===== src/rtl/multi_hot_encoder_pkg.sv =====
// Shared state type and index helpers for the multi-hot encoder.
// Masks are zero-extended to MAX_N so one search function serves every width.
package multi_hot_encoder_pkg;

  typedef enum logic {IDLE, DRAIN} state_t;

  localparam int MAX_N = 64;

  function automatic int idx_width(input int n);
    return (n < 2) ? 1 : $clog2(n);
  endfunction

  // The final matching assignment wins, so the scan direction selects the priority.
  function automatic int first_set(input logic [MAX_N-1:0] mask, input logic msb_first);
    int r;
    r = 0;
    for (int i = 0; i < MAX_N; i++) begin
      if (msb_first) begin
        if (mask[i]) r = i;
      end else begin
        if (mask[MAX_N-1-i]) r = MAX_N - 1 - i;
      end
    end
    return r;
  endfunction

endpackage


===== src/rtl/multi_hot_encoder_first_set_finder.sv =====
// Combinational priority search over the pending mask: returns the next index to
// emit and flags when exactly one bit is left.
module first_set_finder
  import multi_hot_encoder_pkg::*;
#(
  parameter int N = 8,
  parameter bit MSB_FIRST = 1'b0,
  localparam int W = idx_width(N)
) (
  input  logic [N-1:0] mask_i,
  output logic [W-1:0] idx_o,
  output logic         single_o
);

  logic [MAX_N-1:0] mask_ext;

  assign mask_ext = MAX_N'(mask_i);
  assign idx_o    = W'(first_set(mask_ext, MSB_FIRST));
  assign single_o = (mask_i != '0) && ((mask_i & (mask_i - N'(1))) == '0);

endmodule


===== src/rtl/multi_hot_encoder.sv =====
// Multi-hot to binary-index serialiser: one index per output beat, in priority order.
// Define MULTI_HOT_ENCODER_ONEHOT_CHECK_EN to pulse err_multi on non-one-hot vectors.
module multi_hot_encoder
  import multi_hot_encoder_pkg::*;
#(
  parameter int N = 8,
  parameter bit MSB_FIRST = 1'b0,
  localparam int W = idx_width(N)
) (
  input  logic         clk,
  input  logic         rst,
  input  logic         en,
  input  logic [N-1:0] din,
  input  logic         in_valid,
  output logic         in_ready,
  output logic [W-1:0] idx,
  output logic         out_valid,
  input  logic         out_ready,
  output logic         out_last,
  output logic         zero_in,
  output logic         err_multi
);

  state_t       state_q, state_d;
  logic [N-1:0] mask_q, mask_d;
  logic         zero_q, zero_d;
  logic [W-1:0] found_idx;
  logic         single;
  logic         accept;
  logic         emit;

  first_set_finder #(.N(N), .MSB_FIRST(MSB_FIRST)) u_finder (
    .mask_i  (mask_q),
    .idx_o   (found_idx),
    .single_o(single)
  );

  // Outputs are gated by rst so they read zero during the reset cycle itself.
  assign in_ready  = en & ~rst & (state_q == IDLE);
  assign out_valid = en & ~rst & (state_q == DRAIN);
  assign out_last  = ~rst & (state_q == DRAIN) & single;
  assign idx       = rst ? '0 : found_idx;
  assign zero_in   = zero_q & ~rst;
  assign accept    = in_valid & in_ready;
  assign emit      = out_valid & out_ready;

  always_comb begin
    state_d = state_q;
    mask_d  = mask_q;
    zero_d  = 1'b0;
    case (state_q)
      IDLE: begin
        if (accept) begin
          mask_d = din;
          zero_d = (din == '0);
          if (din != '0) state_d = DRAIN;
        end
      end
      DRAIN: begin
        if (emit) begin
          mask_d = mask_q & ~(N'(1) << found_idx);
          if (single) state_d = IDLE;
        end
      end
      default: state_d = IDLE;
    endcase
  end

  always_ff @(posedge clk) begin
    if (rst) begin
      state_q <= IDLE;
      mask_q  <= '0;
      zero_q  <= 1'b0;
    end else begin
      state_q <= state_d;
      mask_q  <= mask_d;
      zero_q  <= zero_d;
    end
  end

`ifdef MULTI_HOT_ENCODER_ONEHOT_CHECK_EN
  logic err_q, err_d;

  assign err_d = accept & ((din & (din - N'(1))) != '0);

  always_ff @(posedge clk) begin
    if (rst) err_q <= 1'b0;
    else     err_q <= err_d;
  end

  assign err_multi = err_q & ~rst;
`else
  assign err_multi = 1'b0;
`endif

endmodule


===== config.mk =====
export PLATFORM = sky130hd
export DESIGN_NAME = multi_hot_encoder
export DESIGN_NICKNAME = d
export VERILOG_FILES = /design/src/rtl/multi_hot_encoder_pkg.sv /design/src/rtl/multi_hot_encoder_first_set_finder.sv /design/src/rtl/multi_hot_encoder.sv
export SDC_FILE = /design/constraint.sdc
export NUM_CORES = 1
export LEC_CHECK = 0
export BUFFER_PORTS_ARGS = -buffer_cell sky130_fd_sc_hd__buf_2
export CAP_MARGIN = 20
export CORE_UTILIZATION = 41
export CTS_CLUSTER_DIAMETER = 100
export CTS_CLUSTER_SIZE = 14
export DETAILED_ROUTE_END_ITERATION = 16
export PLACE_DENSITY = 0.66
export SLEW_MARGIN = 20
export SYNTH_ARGS = -nofsm -noshare
export SYNTH_HDL_FRONTEND = slang
export SYNTH_HIERARCHICAL = 1
export SYNTH_SLANG_ARGS = --single-unit

===== constraint.sdc =====
create_clock -name clk -period 2.45 [get_ports clk]
set_input_delay 0.1225 -clock clk [delete_from_list [all_inputs] [get_ports clk]]
set_output_delay 0.1225 -clock clk [all_outputs]
set_load 0.005 [all_outputs]

### Word level (Yosys, flattened, before mapping)

Index checks and enable logic that the tools add are counted.

| word-level totals | value |
|---|---|
| bits in registers | 10 |
| bits of input ports | 13 |
| output and inout bits | 8 |
| logic and storage cells | 45 |

| cells by class | value |
|---|---|
| $add $sub $neg | 1 |
| equality and inequality tests | 2 |
| shift operators | 1 |
| muxes and demuxes | 17 |
| bitwise gates (word level) | 14 |
| reductions and logical operators | 7 |

Operators with widths:

| cell | count |
|---|---|
| $mux W3 | 9 |
| $and A8 B8 Y8 | 2 |
| $logic_not A8 Y1 | 2 |
| $mux W8 | 2 |
| $pmux W8 S2 | 1 |
| $reduce_bool A8 Y1 | 2 |
| $and A1 B1 Y1 | 8 |
| $not A8 Y8 | 1 |
| $shl A1 B3 Y8 const A | 1 |
| $sub A8 B1 Y8 const B | 1 |
| $mux W1 | 4 |
| $not A1 Y1 | 3 |
| $reduce_or A3 Y1 | 1 |
| $ne A2 B1 Y1 const B | 1 |
| $ne A2 B2 Y1 const B | 1 |
| $pmux W1 S2 | 1 |
| $reduce_and A2 Y1 | 1 |
| $logic_and A1 B1 Y1 | 1 |

### Logic depth before layout (Yosys ltp)

Gate-level depths: netlist (run 1).

| logic depth | value |
|---|---|
| word-level depth | 13 |
| depth in mapped cells | 7 |
| gate-level depth less buffers | 7 |

### By module

The synthesis (run 1) kept the hierarchy.

Modules (own cells, without submodules):

| module | times used | cells each | area each (um^2) | seq. area each (um^2) |
|---|---|---|---|---|
| multi_hot_encoder | 1 | 67 | 536.8 | 200.2 |
| first_set_finder | 1 | 23 | 162.7 | 0.0 |

### Least setup slack after synthesis (run 1)

Ideal clock, no wire load.

| timing path | value |
|---|---|
| path type | reg2reg |
| from | register mask_q[3] |
| to | register mask_q[4] |
| library setup time | 133 ps |
| arrival | 1,657 ps |
| required time | 2,317 ps |
| setup slack | 661 ps |
| cell stages (with the launch flop) | 6 |
| clock period less this slack | 1,789 ps |
| cells stage by stage | dfxtp_1 -> or4_4 -> a21oi_1 -> inv_1 -> o311ai_0 -> a31oi_1 |

| between the ends | value |
|---|---|
| word-level cells in the longest chain between the ends | 9 |

Ends and longest elaborated chain:

| element | line | RTL |
|---|---|---|
| from (decl) | multi_hot_encoder.sv:25 | `logic [N-1:0] mask_q, mask_d;` |
| from (signal assigned) | multi_hot_encoder.sv:76 | `mask_q <= mask_d;` |
| $mux W3 (4 in series) | multi_hot_encoder_pkg.sv:21 | `if (mask[MAX_N-1-i]) r = MAX_N - 1 - i;` |
| via found_idx[2] | multi_hot_encoder.sv:27 | `logic [W-1:0] found_idx;` |
| $shl A1 B3 Y8 | multi_hot_encoder.sv:61 | `mask_d = mask_q & ~(N'(1) << found_idx);` |
| $not A8 Y8 | multi_hot_encoder.sv:61 |  |
| $and A8 B8 Y8 | multi_hot_encoder.sv:61 |  |
| $mux W8 | multi_hot_encoder.sv:60 | `if (emit) begin` |
| $pmux W8 S2 | multi_hot_encoder.sv:51 | `case (state_q)` |

The timed path passes the listed nets, and every way through them passes these cells. The select of a mux whose other input is x is not followed.
A chain may end at the register's enable or synchronous reset.

### Final worst setup path (run 1)

| timing path | value |
|---|---|
| from | register mask_q[3] |
| to | output idx[2] |

| between the ends | value |
|---|---|
| word-level cells in the longest chain between the ends | 5 |

Ends and longest elaborated chain:

| element | line | RTL |
|---|---|---|
| $mux W3 (4 in series) | multi_hot_encoder_pkg.sv:21 |  |
| via found_idx[2] | multi_hot_encoder.sv:27 |  |
| $mux W3 | multi_hot_encoder.sv:42 | `assign idx = rst ? '0 : found_idx;` |
| to (decl) | multi_hot_encoder.sv:16 | `output logic [W-1:0] idx,` |

The timed path passes the listed nets, and every way through them passes these cells.

==> impl_metrics.csv, run 1 <==
group,metric,value,unit
status,outcome,"completed",
drt,viasPerCell,6.12,
clock_tree,post_cts_resized,0,
clock_tree,clk_latency,0.26,ns
synth,synth.distinct_cells,32,
synth,yosys_warnings,6,
timing,final_max_slew_viol_count,0,
clock_tree,cts.sinks,10,
finish,regArea,200,sq um
clock_tree,post_cts_buffers,0,
clock_tree,path_clk_slew,0.06,ns
drt,vias,765,
worst_setup_path,r2r-start,"mask_q[3]",
placed_design,io_buffers,19,
finish,multi_input_area,457,sq um
worst_setup_path,cpMaxStageDelayCell,"or4_4",
hold_path,hp-class,"input port to register",
finish,drive_above_1_share,24.8,%
timing,tightest_slew,0.595,ns
finish,final_common_cell,"buf_2",
worst_setup_path,cp.buffers_inverters,2,
timing,setup_violations,0,
clock_tree,cts_hold_buf,0,
drt,drt-total-wl,1.91,mm
drt,postRouteAntennaNets,0,
clock_tree,cts_inserted_buffers,3,
worst_setup_path,cp-start-kind,"register",
timing,skew,0.00296,ns
clock_tree,cts_tree,"built",
global_route,grt_pass1_vias,709,
power,leakage,0.000297,uW
die,start_util,45.4,%
clock_tree,cts_root_buffer,"clkbuf_4",
worst_setup_path,worstPathCellList,"or4_4, a21oi_1, inv_1, nor2_1, buf_2",
worst_setup_path,setup.worst_path.class,"register to primary output",
synth,synth_seq_cells,10,
worst_setup_path,crit_path_end_kind,"primary output",
timing,max_freq,0.476,GHz
finish,nets,124,
timing,slew-limit-headroom,59.2,%
die,fp.dieH,43.3,um
worst_setup_path,worstPathArrival,1.98,ns
worst_setup_path,critPathTopFamily,"simple AND/OR/NAND/NOR gates",
run,cap_violations,0,
drt,wl_per_cell,15.2,um
placed_design,hpwl,1.34,mm
drt,drc,0,
finish,layout_common_cells,"buf_2 (19), dfxtp_1 (10), o21ai_0 (8), nor2_1 (7), nand2_1 (7)",
synth,syn_inst,90,
die,fp-row-count,14,
timing,fin_ws,0.348,ns
power,p_int,275,uW
placed_design,place_ws,0.451,ns
hold_path,hold_start,"din[0]",
synth,ys_async_sr_fraction,0,%
power,pwr-share-seq,45.7,%
power,swShare,32.3,%
power,power_density,494,nW/um^2
timing,rsz0062_at_grt,"false",
die,pin_count,21,
synth,avgSynthCellArea,7.77,sq um
global_route,grt_max_degree,16,
timing,hold_violations,0,
finish,final_cell_area,821,sq um
global_route,grt.total_usage,23.5,%
global_route,overflow,0,
global_route,grt_first_pass_wirelength,3.24,mm
finish,syn_to_final_growth,17.4,%
hold_path,hold_depth,3,
worst_setup_path,r2r-end,"mask_q[5]",
worst_setup_path,worstRegToRegCells,5,
worst_setup_path,required,2.33,ns
clock_tree,htreeDepth,1,
drt,firstDrtPassIters,4,
worst_setup_path,path_max_fanout,7,
clock_tree,clk_path_buf_depth,2,
power,power_frac_clock,27.5,%
power,power.switching,131,uW
power,power.share.combinational,26.9,%
drt,drt_iter0_drc,28,
finish,fillers,166,
synth,syn-num-nets,103,
worst_setup_path,cp_slowest_stage_delay,0.57,ns
placed_design,place_congestion,0.816,
power,vdd_drop_max,0.366,mV
timing,fin_setup_tns,0,ns
hold_path,min_to,"mask_q[0]",
synth,synth_ff_type,"dfxtp_1",
synth,synthesis.area,699,sq um
die,core_area,1540,sq um
synth,synth-seq-area-share,28.6,%
die,die_area,1870,sq um
global_route,antenna_found_initial,0,
finish,diodes,0,
worst_setup_path,rrSetupSlack,0.39,ns
placed_design,place_area,798,sq um
die,dieWidth,43.3,um
timing,period_needed,2.10,ns
synth,synth_edf_count,0,
timing,post-route-period-util,85.8,%
-- final cells by class --
class                      count  share of cell area, %
multi-input combinational     71                   55.6
sequential                    10                   24.4
timing repair buffer          20                   12.5
clock buffer                   3                   2.74
tap                           16                   2.44
inverter                       5                   2.29
-- metrics by stage --
stage          instances  util (%)  total power [uW]  hold slack, ns
2_1_floorplan         90         -               257           0.192
4_1_cts              125      53.2               408           0.123
5_1_grt              125      53.2               434           0.137
3_3_place_gp         122      51.8               293           0.405
6_report             125      53.2               406           0.132
3_5_place_dp         122      51.8               295           0.408
-- state kept, by name (all words and copies together), names as in the netlist --
register	cells
mask_q	8
state_q	1
zero_q	1
-- routing by layer --
layer  GRT usage [%]  vias up  wire [um]
li1                -      384          -
met1            30.1      354        847
met2            35.2       25        923
met3            8.94        2        110
met4            9.70        0         23
met5               0        -          0
-- worst min-delay path: stages --
cell	delay, ns
buf_2	0.11
nand2_1	0.05
a31oi_1	0.07
-- cells in the mapped netlist, types with 2 or more instances --
library cell | count | area (sq um)
nand2_1 | 7 | 26.3
nand3_1 | 2 | 10.0
and2_1 | 2 | 12.5
a21oi_1 | 5 | 25.0
nand2b_1 | 3 | 18.8
o311ai_0 | 6 | 52.6
a32oi_1 | 2 | 17.5
nor2b_1 | 2 | 12.5
buf_4 | 2 | 15.0
inv_1 | 5 | 18.8
nor3_1 | 4 | 20.0
o21ai_0 | 8 | 40.0
dfxtp_1 | 10 | 200
a31oi_1 | 6 | 37.5
nor2_1 | 7 | 26.3
nor4_1 | 3 | 18.8
-- how the worst max path moves through the flow --
stage | start | endpoint | slack, ns | cells after the start
after floorplan | mask_q[3] | mask_q[4] | 0.66 | 5
after global placement | mask_q[6] | mask_q[1] | 0.51 | 7
after detailed placement | mask_q[3] | mask_q[5] | 0.45 | 5
after CTS | mask_q[3] | idx[2] | 0.36 | 5
after global routing | mask_q[5] | idx[0] | 0.26 | 7
final | mask_q[3] | idx[2] | 0.35 | 5
-- cells by family after synthesis --
family,count (synthesis),share of synthesized area (%)
simple gates,35,27.0
compound gates,32,33.6
flops,10,28.6
buf+inv,9,6.08
fa+ha+maj,1,1.43
other cells,1,0.536
xor+xnor,1,1.25
mux,1,1.43
-- power by group through the flow --
stage / clock [uW] / combinational, uW / sequential [uW]
after floorplan: 0 / 74.9 / 182
after global placement: 0 / 105 / 188
after detailed placement: 0 / 107 / 189
after CTS: 116 / 107 / 185
after global routing: 127 / 120 / 187
final: 112 / 109 / 185
Power figures use the tool's default switching activity.
==> inputs of run 2 (changes only) <==
- MAX_ROUTING_LAYER: unset -> met4
- PLACE_DENSITY: 0.66 -> 0.68
- SLEW_MARGIN: 20 -> unset
- clock period: 2.45 -> 1.89 ns (I/O delays scaled with it)
==> run 2 against run 1 <==
Against the previous run:
- die area stayed put
- clock power up 29%
- register-to-register slack got worse by 0.28 ns
- routed wire length is 2.0% lower
- setup slack got worse by 0.33 ns
- design area grew 9.9%
- clock skew decreased by 0.0022 ns
- sequential power rose by 25%
- count of clock-buffer cells in the layout is the same
- combinational power is 63% higher
- total power increased by 37%
==> impl_metrics.csv, run 2 (same netlist as run 1, synthesis figures left out) <==
group,metric,value,unit
status,outcome,"completed",
hold_path,hp-class,"input port to register",
finish,drive_above_1_share,33.9,%
die,fp.dieH,43.3,um
worst_setup_path,setup.worst_path.class,"register to primary output",
drt,wl_met3,107,um
clock_tree,cts_root_buffer,"clkbuf_4",
worst_setup_path,cp_slowest_stage_delay,0.36,ns
drt,top_layer,"met4",
die,core_area,1540,sq um
power,power_density,615,nW/um^2
die,dieWidth,43.3,um
drt,wl_per_cell,13.9,um
timing,setup_violations,0,
die,die_area,1870,sq um
placed_design,place_ws,0.0915,ns
timing,skew,0.000748,ns
clock_tree,clk_path_buf_depth,2,
placed_design,place_congestion,0.813,
run,cap_violations,0,
timing,period_needed,1.87,ns
finish,largest_reg_flops,8,
worst_setup_path,cp-start-kind,"register",
drt,postRouteAntennaNets,0,
worst_setup_path,crit_path_end_kind,"primary output",
finish,fin_util,58.5,%
finish,layout_common_cells,"buf_2 (19), buf_4 (10), o21ai_0 (8)",
drt,drt_iter0_drc,27,
drt,dr_wl_met2,853,um
global_route,grt_first_pass_wirelength,3.13,mm
finish,reg_top3,"mask_q: 8 flops, state_q: 1 flops, zero_q: 1 flops",
finish,top_register,"mask_q",
worst_setup_path,path_max_fanout,5,
finish,fillers,160,
finish,final_common_cell,"buf_2",
die,start_util,45.4,%
global_route,grt.total_usage,22.7,%
global_route,grt_max_degree,16,
drt,wl_met1,888,um
worst_setup_path,required,1.80,ns
global_route,overflow,0,
die,fp-row-count,14,
worst_setup_path,cpMaxStageDelayCell,"dfxtp_4",
worst_setup_path,worstPathArrival,1.77,ns
drt,vias,802,
timing,max_freq,0.536,GHz
timing,slew-limit-headroom,61.2,%
placed_design,io_buffers,19,
clock_tree,clk_latency,0.26,ns
timing,tightest_slew,0.566,ns
finish,nets,133,
worst_setup_path,worstPathCellList,"nor4_1, buf_4, xnor2_1, o41ai_2, o22a_2, and2_1, buf_2",
clock_tree,cts_tree,"built",
clock_tree,cts_inserted_buffers,3,
clock_tree,cts.sinks,10,
drt,drt-total-wl,1.87,mm
global_route,grt_pass1_vias,734,
timing,post-route-period-util,98.8,%
timing,final_max_slew_viol_count,0,
global_route,antenna_found_initial,0,
placed_design,hpwl,1.40,mm
finish,syn_to_final_growth,29.0,%
clock_tree,htreeDepth,1,
finish,diodes,0,
drt,firstDrtPassIters,4,
clock_tree,cts_hold_buf,0,
power,vdd_drop_max,0.397,mV
clock_tree,path_clk_slew,0.07,ns
timing,fin_ws,0.0228,ns
timing,rsz0062_at_grt,"true",
power,leakage,0.000353,uW
timing,hold_violations,0,
die,pin_count,21,
drt,drc,0,
drt,viasPerCell,5.99,
-- run 2: cell count changes in the layout (fill, tap and decap cells not counted), sizes merged --
cell / previous run / this run
buf: 20 / 29
-- run 2: what timing repair did --
action,4_1_cts,5_1_grt
setup endpoints to repair,1,4
buffers inserted,1,0
resized for setup,4,3
pin swaps,3,1
-- run 2: worst paths after layout --
path | startpoint | endpoint | slack [ns] | cells past startpoint
min reg2reg | mask_q[6] | mask_q[6] | 0.55 | 2
max reg2reg | mask_q[3] | mask_q[6] | 0.11 | 6
min | din[1] | mask_q[1] | 0.12 | 3
max | mask_q[3] | out_last | 0.02 | 7
-- run 2: worst max-delay path: cells and delay by family (launching register included) --
kind	cells	cell delay, ns
and+or+nand+nor	2	0.39
buffers and inverters	2	0.27
xor gates and xnor gates	1	0.06
AOI/OAI and AO/OA	2	0.43
DFF	1	0.36
-- run 2: power by group --
group	internal, uW	switching, uW
clock network	73.4	72.0
logic	84.2	93.4
registers	220	12.3
total	377	178
-- run 2: cell type report --
type	count	area (sq um)	share of cell area, %
multi-input cells	71	464	51.5
flip-flops and latches	10	206	22.9
repair buffers	29	170	18.9
clock buffers	3	22.5	2.50
well taps	16	20.0	2.22
inverters	5	18.8	2.08
-- run 2: metal layers --
layer	vias to the layer above	global-route usage, %
li1	397	-
met1	369	29.7
met2	34	35.2
met3	2	2.55
met4	0	9.70
met5	-	-
-- run 2: stage by stage --
stage / total power (uW) / TNS (ns) / hold slack (ns) / instance area (sq um) / instances
after CTS: 552 / 0 / 0.110 / 901 / 134
after floorplan: 333 / 0 / 0.164 / 699 / 90
after detailed placement: 406 / 0 / 0.386 / 858 / 130
after global placement: 404 / 0 / 0.383 / 858 / 130
final: 555 / 0 / 0.117 / 902 / 134
after global routing: 584 / -0.0311 / 0.130 / 902 / 134
